`config.mk`:
```
export PLATFORM = sky130hd
export DESIGN_NAME = seq_cla_adder
export DESIGN_NICKNAME = d
export VERILOG_FILES = /design/src/rtl/seq_cla_adder.sv
export SDC_FILE = /design/constraint.sdc
export NUM_CORES = 1
export LEC_CHECK = 0
export CAP_MARGIN = 15
export CORE_ASPECT_RATIO = 1.5
export CORE_MARGIN = 1.5
export CORE_UTILIZATION = 35
export DETAILED_ROUTE_END_ITERATION = 10
export PLACE_DENSITY = 0.55
export SYNTH_ARGS = -nofsm -noshare
export SYNTH_HDL_FRONTEND = slang
export SYNTH_SLANG_ARGS = --single-unit
```
`constraint.sdc`:
```
create_clock -name clk -period 18.25 [get_ports clk]
set_input_delay 2.7375 -clock clk [delete_from_list [all_inputs] [get_ports clk]]
set_output_delay 2.7375 -clock clk [all_outputs]
set_load 0.03 [all_outputs]
```
`src/rtl/seq_cla_adder.sv`:
```
// Multi-cycle adder: one SLICE-bit carry-lookahead slice per clock, N = WIDTH/SLICE cycles per sum.
// Optional subtraction (a - b) is enabled by defining SEQ_CLA_ADDER_SUB_EN.
module seq_cla_adder #(
  parameter int WIDTH = 64,
  parameter int SLICE = 8
) (
  input  logic             clk,
  input  logic             rst,
  input  logic             in_valid,
  output logic             in_ready,
  input  logic [WIDTH-1:0] a,
  input  logic [WIDTH-1:0] b,
  input  logic             cin,
`ifdef SEQ_CLA_ADDER_SUB_EN
  input  logic             sub,
`endif
  output logic             out_valid,
  input  logic             out_ready,
  output logic [WIDTH-1:0] sum,
  output logic             cout
);
  localparam int N  = WIDTH / SLICE;
  localparam int KW = (N > 1) ? $clog2(N) : 1;
  localparam logic [KW-1:0] K_LAST = KW'(N - 1);

  if (WIDTH % SLICE != 0) begin : g_bad_cfg
    $error("seq_cla_adder: WIDTH must be a multiple of SLICE");
  end

  typedef enum logic [1:0] {IDLE, BUSY, DONE} state_t;

  state_t           state_reg, state_next;
  logic [WIDTH-1:0] a_reg, b_reg, sum_reg, sum_next;
  logic [KW-1:0]    k_reg;
  logic             carry_reg, cout_reg;
  logic             accept, step;
  logic [WIDTH-1:0] b_cap;
  logic             c_cap;

`ifdef SEQ_CLA_ADDER_SUB_EN
  // a - b computed as a + ~b + 1; cout=1 then means no borrow
  assign b_cap = sub ? ~b : b;
  assign c_cap = sub ? 1'b1 : cin;
`else
  assign b_cap = b;
  assign c_cap = cin;
`endif

  always_ff @(posedge clk or posedge rst) begin
    if (rst) state_reg <= IDLE;
    else     state_reg <= state_next;
  end

  always_comb begin
    state_next = state_reg;
    in_ready   = 1'b0;
    out_valid  = 1'b0;
    accept     = 1'b0;
    step       = 1'b0;
    case (state_reg)
      IDLE: begin
        in_ready = 1'b1;
        if (in_valid) begin
          accept     = 1'b1;
          state_next = BUSY;
        end
      end
      BUSY: begin
        step = 1'b1;
        if (k_reg == K_LAST) state_next = DONE;
      end
      DONE: begin
        out_valid = 1'b1;
        if (out_ready) state_next = IDLE;
      end
      default: state_next = IDLE;
    endcase
  end

  // Operands shift right each step, so the active slice is always the low SLICE bits
  logic [SLICE-1:0] p, g, s_slice;
  logic [SLICE:0]   c_vec;

  assign p        = a_reg[SLICE-1:0] ^ b_reg[SLICE-1:0];
  assign g        = a_reg[SLICE-1:0] & b_reg[SLICE-1:0];
  assign c_vec[0] = carry_reg;

  for (genvar gi = 0; gi < SLICE; gi++) begin : g_carry
    localparam logic [SLICE-1:0] SPAN = {SLICE{1'b1}} >> (SLICE - 1 - gi);
    logic [SLICE-1:0] term;
    // Two-level lookahead: carry into bit gi+1 = OR of g[j] propagated through p[j+1..gi]
    for (genvar gj = 0; gj < SLICE; gj++) begin : g_term
      if (gj <= gi) begin : g_on
        localparam logic [SLICE-1:0] PMASK = SPAN & ({SLICE{1'b1}} << (gj + 1));
        assign term[gj] = g[gj] & (&(p | ~PMASK));
      end else begin : g_off
        assign term[gj] = 1'b0;
      end
    end
    assign c_vec[gi+1] = (|term) | ((&(p | ~SPAN)) & carry_reg);
    assign s_slice[gi] = p[gi] ^ c_vec[gi];
  end

  for (genvar gi = 0; gi < N; gi++) begin : g_sum
    assign sum_next[gi*SLICE +: SLICE] = (k_reg == KW'(gi)) ? s_slice
                                                            : sum_reg[gi*SLICE +: SLICE];
  end

  always_ff @(posedge clk or posedge rst) begin
    if (rst) begin
      a_reg     <= '0;
      b_reg     <= '0;
      sum_reg   <= '0;
      k_reg     <= '0;
      carry_reg <= 1'b0;
      cout_reg  <= 1'b0;
    end else if (accept) begin
      a_reg     <= a;
      b_reg     <= b_cap;
      sum_reg   <= '0;
      k_reg     <= '0;
      carry_reg <= c_cap;
      cout_reg  <= 1'b0;
    end else if (step) begin
      a_reg     <= a_reg >> SLICE;
      b_reg     <= b_reg >> SLICE;
      sum_reg   <= sum_next;
      carry_reg <= c_vec[SLICE];
      k_reg     <= (k_reg == K_LAST) ? '0 : k_reg + 1'b1;
      if (k_reg == K_LAST) cout_reg <= c_vec[SLICE];
    end
  end

  assign sum  = sum_reg;
  assign cout = cout_reg;

endmodule
```
==> summary.txt <==
Clock tree
  • Clk root buf: clkbuf_16
  • Num CTS Buffers: 17
  • Clock Latency Late Sink: 450 ps
  • Num Clock Sinks: 199
  • Post-CTS setup buffer count: 0
  • Clk slew on worst S/H paths: 80 ps
  • Maximum clock path buffer count: 2
  • Post-CTS Resized: 0
  • TritonCTS clock tree: yes
  • Post-CTS Hold Buffers: 0
  • Htree depth: 4

Layout
  • Filler cells: 2800
  • Leading cell type in the layout, fill and taps excluded: nor2_1
  • Layout Utilization: 45.20%
  • Commonest cells after routing, fill and taps aside: nor2_1, clkdlybuf4s50_1, dfrtp_1, a21oi_1, o22ai_1
  • Area of the multi-input gates: 4533 µm²
  • Nets: 1525
  • Seq. cell area: 4987 µm²
  • Finished Cell Area: 12640 µm²
  • Area delta synth->final: 27.32%
  • Fraction of layout cells with a size suffix above 1: 3.960%
  • ANT cells: 0

Yosys
  • Post-synthesis sequential area ratio: 50.16%
  • Syn_area_per_cell: 7.949 µm²
  • Post-synthesis register bit count: 199
  • Yosys warnings: 0
  • Post-synth EDFFs: 0
  • Unique masters post-synth: 42
  • Top FF cell, synth: dfrtp_1
  • Cell Area, Synth: 9928 µm²
  • Cells after Synth: 1249
  • FFs w/ async S/R, synth: 100.0%
  • Post-Syn Nets: 1397

Status
  • Status: completed

Timing
  • Final setup TNS: 0 ps
  • Max_slew headroom: 27.45%
  • # setup viols final: 0
  • Pins over their slew limit: 0
  • Fmax: 185.6 MHz
  • RSZ-0062 raised after global routing: false
  • Worst-Margin Slew: 1084 ps
  • Final Hold Fails: 0
  • Worst Slack Setup Final: 12860 ps
  • Final Cycle Share: 29.52%
  • Minimum clock period: 5388 ps
  • Skew final: 11.87 ps

Global routing
  • First-pass GRT wire length: 47160 µm
  • Grt total ovfl: 0
  • Largest net degree at the start of global routing: 132
  • Initial antenna violation count: 0
  • GRT Overall Usage: 20.40%
  • Vias in the first global route: 8469

Place
  • DP Worst Slack: 13060 ps
  • Port Buf Inserts: 199
  • Placer Congestion: 0.7906
  • Detailed Place HPWL: 19110 µm
  • Placed cell areas: 12050 µm²

Die
  • Core Rows: 75
  • Die Y: 209.3 µm
  • Die area: 29410 µm²
  • Starting Density: 35.50%
  • IO Pins: 200
  • Die W: 140.5 µm
  • Core ar.: 27960 µm²

Flow run
  • Max cap viols: 0

Critical path
  • CP Max Fanout: 60
  • Crit Path Category: register to output pin
  • CP arrival: 2650 ps
  • Crit. End Element: output pin
  • Critical path launch point type: register
  • Critical Path RT: 15510 ps

Routing
  • First DRT Iteration DRCs: 672
  • Drt pass-1 iters: 5
  • Post-DRT Antenna Nets: 0
  • Drt drc: 0
  • DR vias/cell: 5.194
  • Routed len/inst: 17.20 µm
  • Total wire length: 29840 µm
  • Vias: 9012

Pwr
  • Clock power share: 17.6%
  • Total power divided by cell area: 175.0 nW/µm²
  • Sequential power share: 36.7%
  • Int Pwr: 1.228 mW
  • Sw Pwr: 0.9843 mW
  • Leak Pwr: 5.352 nW
  • Peak supply drop: 0.00009266 V
  • Comb pwr share: 45.8%
  • Switching Fraction: 44.50%
  • Total power: 2.212 mW

Min path
  • Min-delay worst type: register to register
stage by stage:
step | instances | hold WS (ps)
3_3_place_gp | 1704 | 463.4
6_report | 1735 | 482.3
2_1_floorplan | 1249 | 467.4
4_1_cts | 1735 | 487.1
5_1_grt | 1735 | 518.0
3_5_place_dp | 1704 | 470.1
power groups by stage:
stage	combinational [mW]	sequential (mW)	clock, mW
5_1_grt	1.12	0.836	0.413
6_report	1.01	0.811	0.388
3_3_place_gp	1.00	0.815	0
4_1_cts	1.02	0.812	0.396
2_1_floorplan	0.637	0.843	0
3_5_place_dp	1.02	0.821	0
cell families (layout without fill, tap and decap cells):
kind of cell	count (synthesis)	count (layout)	share of synthesized area (%)
simple gates	603	603	23.81
compound gates	309	309	17.91
flops	199	199	50.16
buf+inv	107	247	4.335
fa+ha+maj	15	15	1.966
mux	12	12	1.210
xor+xnor	4	4	0.6176
layout make-up:
class                   count  share of cell area (%)
inverters                  10                  0.3761
clock inverters            10                  0.9799
repair buffers            206                   16.18
multi-input cells         943                   35.86
well taps                 346                   3.425
clock buffers              21                   3.722
flip-flops and latches    199                   39.45
layer usage:
layer	global-route usage, %	wire, µm	up-vias
li1	-	-	4481
met2	33.99	14910	223
met1	27.82	13260	4281
met4	5.747	469	0
met3	2.852	1200	27
met5	0	0	-
path summary, 6_finish.rpt:
check | slack (ps) | end | cells after the start | start
max | 12860 | out_valid | 3 | state_reg[1]$_DFFE_PP0P_
min | 480 | sum[58]$_DFFE_PP0P_ | 2 | sum[58]$_DFFE_PP0P_
max reg2reg | 14420 | k_reg[0]$_DFFE_PP0P_ | 7 | state_reg[1]$_DFFE_PP0P_
min reg2reg | 480 | sum[58]$_DFFE_PP0P_ | 2 | sum[58]$_DFFE_PP0P_
max in group asynchronous | 13770 | state_reg[0]$_DFFE_PP0P_ | 3 | rst
min in group asynchronous | 2910 | b_reg[41]$_DFFE_PP0P_ | 2 | rst
critical path, cell delays in order (launching register included):
cell	delay [ps]
dfrtp_4	890
inv_4	380
nor2_1	200
clkdlybuf4s50_1	690
cell usage after synthesis (all sizes together) (2+ instances only):
cell,instances,area [µm²]
and3,2,12.51
nor2b,4,27.53
a21oi,124,635.6
nor2,477,1793
clkbuf,63,236.5
a22o,3,26.28
a211o,3,26.28
nand3,56,280.3
xor2,2,36.29
xnor2,2,25.03
o22ai,115,719.4
dfrtp,199,4980
o21ai,51,259.0
o21a,2,15.01
buf,34,156.4
o31ai,3,22.52
a21o,3,25.03
ha,14,175.2
nand2,60,225.2
mux2i,12,120.1
inv,10,37.54
(Power assumes the default switching activity.)
==> RTL edit 1: new RTL, same flow settings <==
`WIDTH`: 64 -> 128.
--- a/src/rtl/seq_cla_adder.sv
+++ b/src/rtl/seq_cla_adder.sv
@@ -1,7 +1,7 @@
 // Multi-cycle adder: one SLICE-bit carry-lookahead slice per clock, N = WIDTH/SLICE cycles per sum.
 // Optional subtraction (a - b) is enabled by defining SEQ_CLA_ADDER_SUB_EN.
 module seq_cla_adder #(
-  parameter int WIDTH = 64,
+  parameter int WIDTH = 128,
   parameter int SLICE = 8
 ) (
   input  logic             clk,
Ports: changed (resized a, b and sum); port bits go from 200 to 392. No check against the original RTL was run, so the function may have changed too.
==> RTL edit 1 against the unedited design <==
Die area rose by 70%; routed wire length up 84%; worst hold slack worse by 0.0089 ns; sequential power up 76%; sequential cell count grew 193; combinational power rose by 71%; cell area rose by 79%; synthesized area up 71%; setup slack gained 0.050 ns; total power increased by 81%; count of clock-buffer cells in the layout is 40 higher; clock power increased by 120%; via count rose by 60%; largest cell class unchanged.
==> RTL edit 1: results <==
timing:
  finClkSkew_ns: 0.00941
  worstMarginPinSlew_ns: 1.11
global_route:
  grt_pass1_vias: 14100
  grt_use_met3_pct: 4.08
  grt_pass1_wl_um: 83100
  grt_max_degree: 207
  grtUsageTotal_pct: 21.5
  globalRouteMet2Util_pct: 39.5
  antenna_found_initial: 9
placement:
  dp.cells: 2675
  place_hpwl_um: 37200
  port_buffers: 391
  placed_area_sq_um: 21300
  dp_slack_ns: 12.28
worst_setup_path:
  critPathLaunch: "in_valid"
  crit_type: "primary input to flip-flop"
  critPathArrivalTime_ns: 5.80
clocking:
  cts_buffers: 41
  htreeDepth: 2
  clk_latency_ns: 0.53
  cts.clk_slew.worst_paths_ns: 0.06
  cts_buffer_depth: 3
detailed_routing:
  drt_iter0_markers: 1198
  vias_per_cell: 5.24
  wl_per_cell_um: 20.0
synthesis:
  synthTopCellsByArea: "dfrtp_1 (58%), nand2_1 (13%), a22oi_1 (11%), nand3_1 (3.1%), o21ai_0 (2.3%)"
  synth_common_cells: "nand2_1 (584), dfrtp_1 (392), a22oi_1 (240)"
  synthesis.nets: 2085
  synth_cells: 1811
hold_path:
  hp-start: "b_reg[29]"
power:
  power.switching_mw: 1.66
run_status:
  status: "completed"
cells_and_area:
  final_cells: 2753
  nets: 2394
## RTL edit 1: worst max-delay path, cell delays in order
cell	delay, ns
clkdlybuf4s50_1	0.42
nor3b_2	0.18
buf_12	0.30
nor2_4	0.16
buf_4	0.63
buf_4	0.91
nand2_1	0.15
nand2_1	0.11
## RTL edit 1: worst paths after layout
path,to,slack [ns]
max,b_reg[59],12.91
max reg2reg,b_reg[59],14.98
min,b_reg[29],0.47
min in group asynchronous,sum[86],2.73
min reg2reg,b_reg[29],0.47
max in group asynchronous,sum[2],13.28
## RTL edit 1: kinds of logic (layout without fill, tap and decap cells)
group                      after synthesis  in the layout  synth area share, %
AOI/OAI and AO/OA                      412            412                 16.4
xor gates and xnor gates                 3              3                0.154
adders and majority gates               13             13                 1.00
and+or+nand+nor                        837            837                 21.1
buffers and inverters                  153            488                 3.62
muxes                                    1              1               0.0809
other                                    0              7                    0
DFF                                    392            392                 57.7
## RTL edit 1: metal layers
layer	wire (um)	share of wire, %
met1	20700	38
met2	29500	54
met3	3350	6.1
met4	1520	2.8
met5	27	0.049
## RTL edit 1: area by class of cell
| cell class | instances | area [sq um] |
|---|---|---|
| flip-flops and latches | 392 | 9810 |
| clock inverters | 8 | 115 |
| well taps | 600 | 751 |
| clock buffers | 61 | 1210 |
| inverters | 6 | 30.0 |
| multi-input cells | 1266 | 6620 |
| diodes | 7 | 17.5 |
| repair buffers | 413 | 4120 |
| fillers | 4570 | 25100 |
## RTL edit 1: power by group through the flow
stage | sequential (mW) | clock, mW | combinational, mW
detailed placement | 1.45 | 0 | 1.75
floorplan | 1.60 | 0 | 0.928
finish | 1.43 | 0.841 | 1.73
global route | 1.48 | 0.899 | 1.90
global placement | 1.44 | 0 | 1.71
CTS | 1.43 | 0.863 | 1.75
==> RTL edit 2: new RTL, same settings <==
Made on the original files. Reset style: synchronous (`rst`), changed in 2 clocked blocks.
--- a/src/rtl/seq_cla_adder.sv
+++ b/src/rtl/seq_cla_adder.sv
@@ -46,7 +46,7 @@
   assign c_cap = cin;
 `endif
 
-  always_ff @(posedge clk or posedge rst) begin
+  always_ff @(posedge clk) begin
     if (rst) state_reg <= IDLE;
     else     state_reg <= state_next;
   end
@@ -106,7 +106,7 @@
                                                             : sum_reg[gi*SLICE +: SLICE];
   end
 
-  always_ff @(posedge clk or posedge rst) begin
+  always_ff @(posedge clk) begin
     if (rst) begin
       a_reg     <= '0;
       b_reg     <= '0;
Behaviour: differs if rst is asserted again (counterexample within 4 cycles, from zero or initial values and one cycle with rst high); with rst held inactive, the same outputs for 4 cycles.
==> RTL edit 2 against the unedited design <==
Cell area decreased by 16%; sequential cell count is the same; count of clock-buffer cells in the layout is 3 lower; setup slack worse by 0.32 ns; routed wire length fell by 20%; synthesized area down 19%; clock skew is 0.0011 ns higher.
Power is not compared: it rests on default switching activity, and its combinational part moved more than twofold at a synthesized area within 25%.
==> RTL edit 2: results <==
run_status:
  status: "completed"
global_route:
  met1_usage_pct: 23.4
  grt_pass1_wl_um: 37400
  grt_max_degree: 70
  grt_use_met3_pct: 4.71
synthesis:
  synth_common_cells: "dfxtp_1 (199), nand2_1 (178), a21oi_1 (160)"
  synth_cell_types: 45
  synthesis.nets: 1079
  synth_flop_cell: "dfxtp_1"
  synthArstFlopShare_pct: 0
detailed_routing:
  route.vias.total: 7162
  drt_iter0_markers: 556
  drt_wl_total_um: 24000
  vias_per_cell: 5.24
timing:
  finClkSkew_ns: 0.0130
  min_period_over_period_pct: 31.3
worst_setup_path:
  endpoint: "sum[12]"
  critPathLaunch: "in_valid"
  reg2reg_depth: 8
  rr_startpoint: "state_reg[1]"
  cp_max_fo: 69
placement:
  dp_slack_ns: 12.13
  gp_congestion: 0.768
  place_hpwl_um: 16500
  dp.cells: 1335
cells_and_area:
  drive_gt1_share_pct: 4.58
## RTL edit 2: kinds of logic (layout without fill, tap and decap cells)
| kind of cell | count (synthesis) | in the layout | synth area share [%] |
|---|---|---|---|
| AO/OA/AOI/OAI | 338 | 338 | 26.9 |
| XOR/XNOR | 4 | 4 | 0.438 |
| adder cells (fa/ha/maj) | 15 | 15 | 2.44 |
| buffers and inverters | 85 | 245 | 4.43 |
| flip-flops | 199 | 199 | 49.8 |
| multiplexers | 1 | 1 | 0.125 |
| other | 0 | 1 | 0 |
| AND/OR/NAND/NOR | 289 | 289 | 15.9 |
## RTL edit 2: final cells by class
class	count	area, sq um
fillers	2215	11700
flip-flops and latches	199	3980
multi-input cells	647	3680
repair buffers	208	2070
clock buffers	18	429
well taps	276	345
clock inverters	13	136
inverters	6	22.5
diodes	1	2.50
## RTL edit 2: routing by layer
layer | share of wire [%] | routed length [um]
met1 | 41 | 9780
met2 | 52 | 12500
met3 | 4.5 | 1090
met4 | 2.4 | 576
met5 | 0 | 0
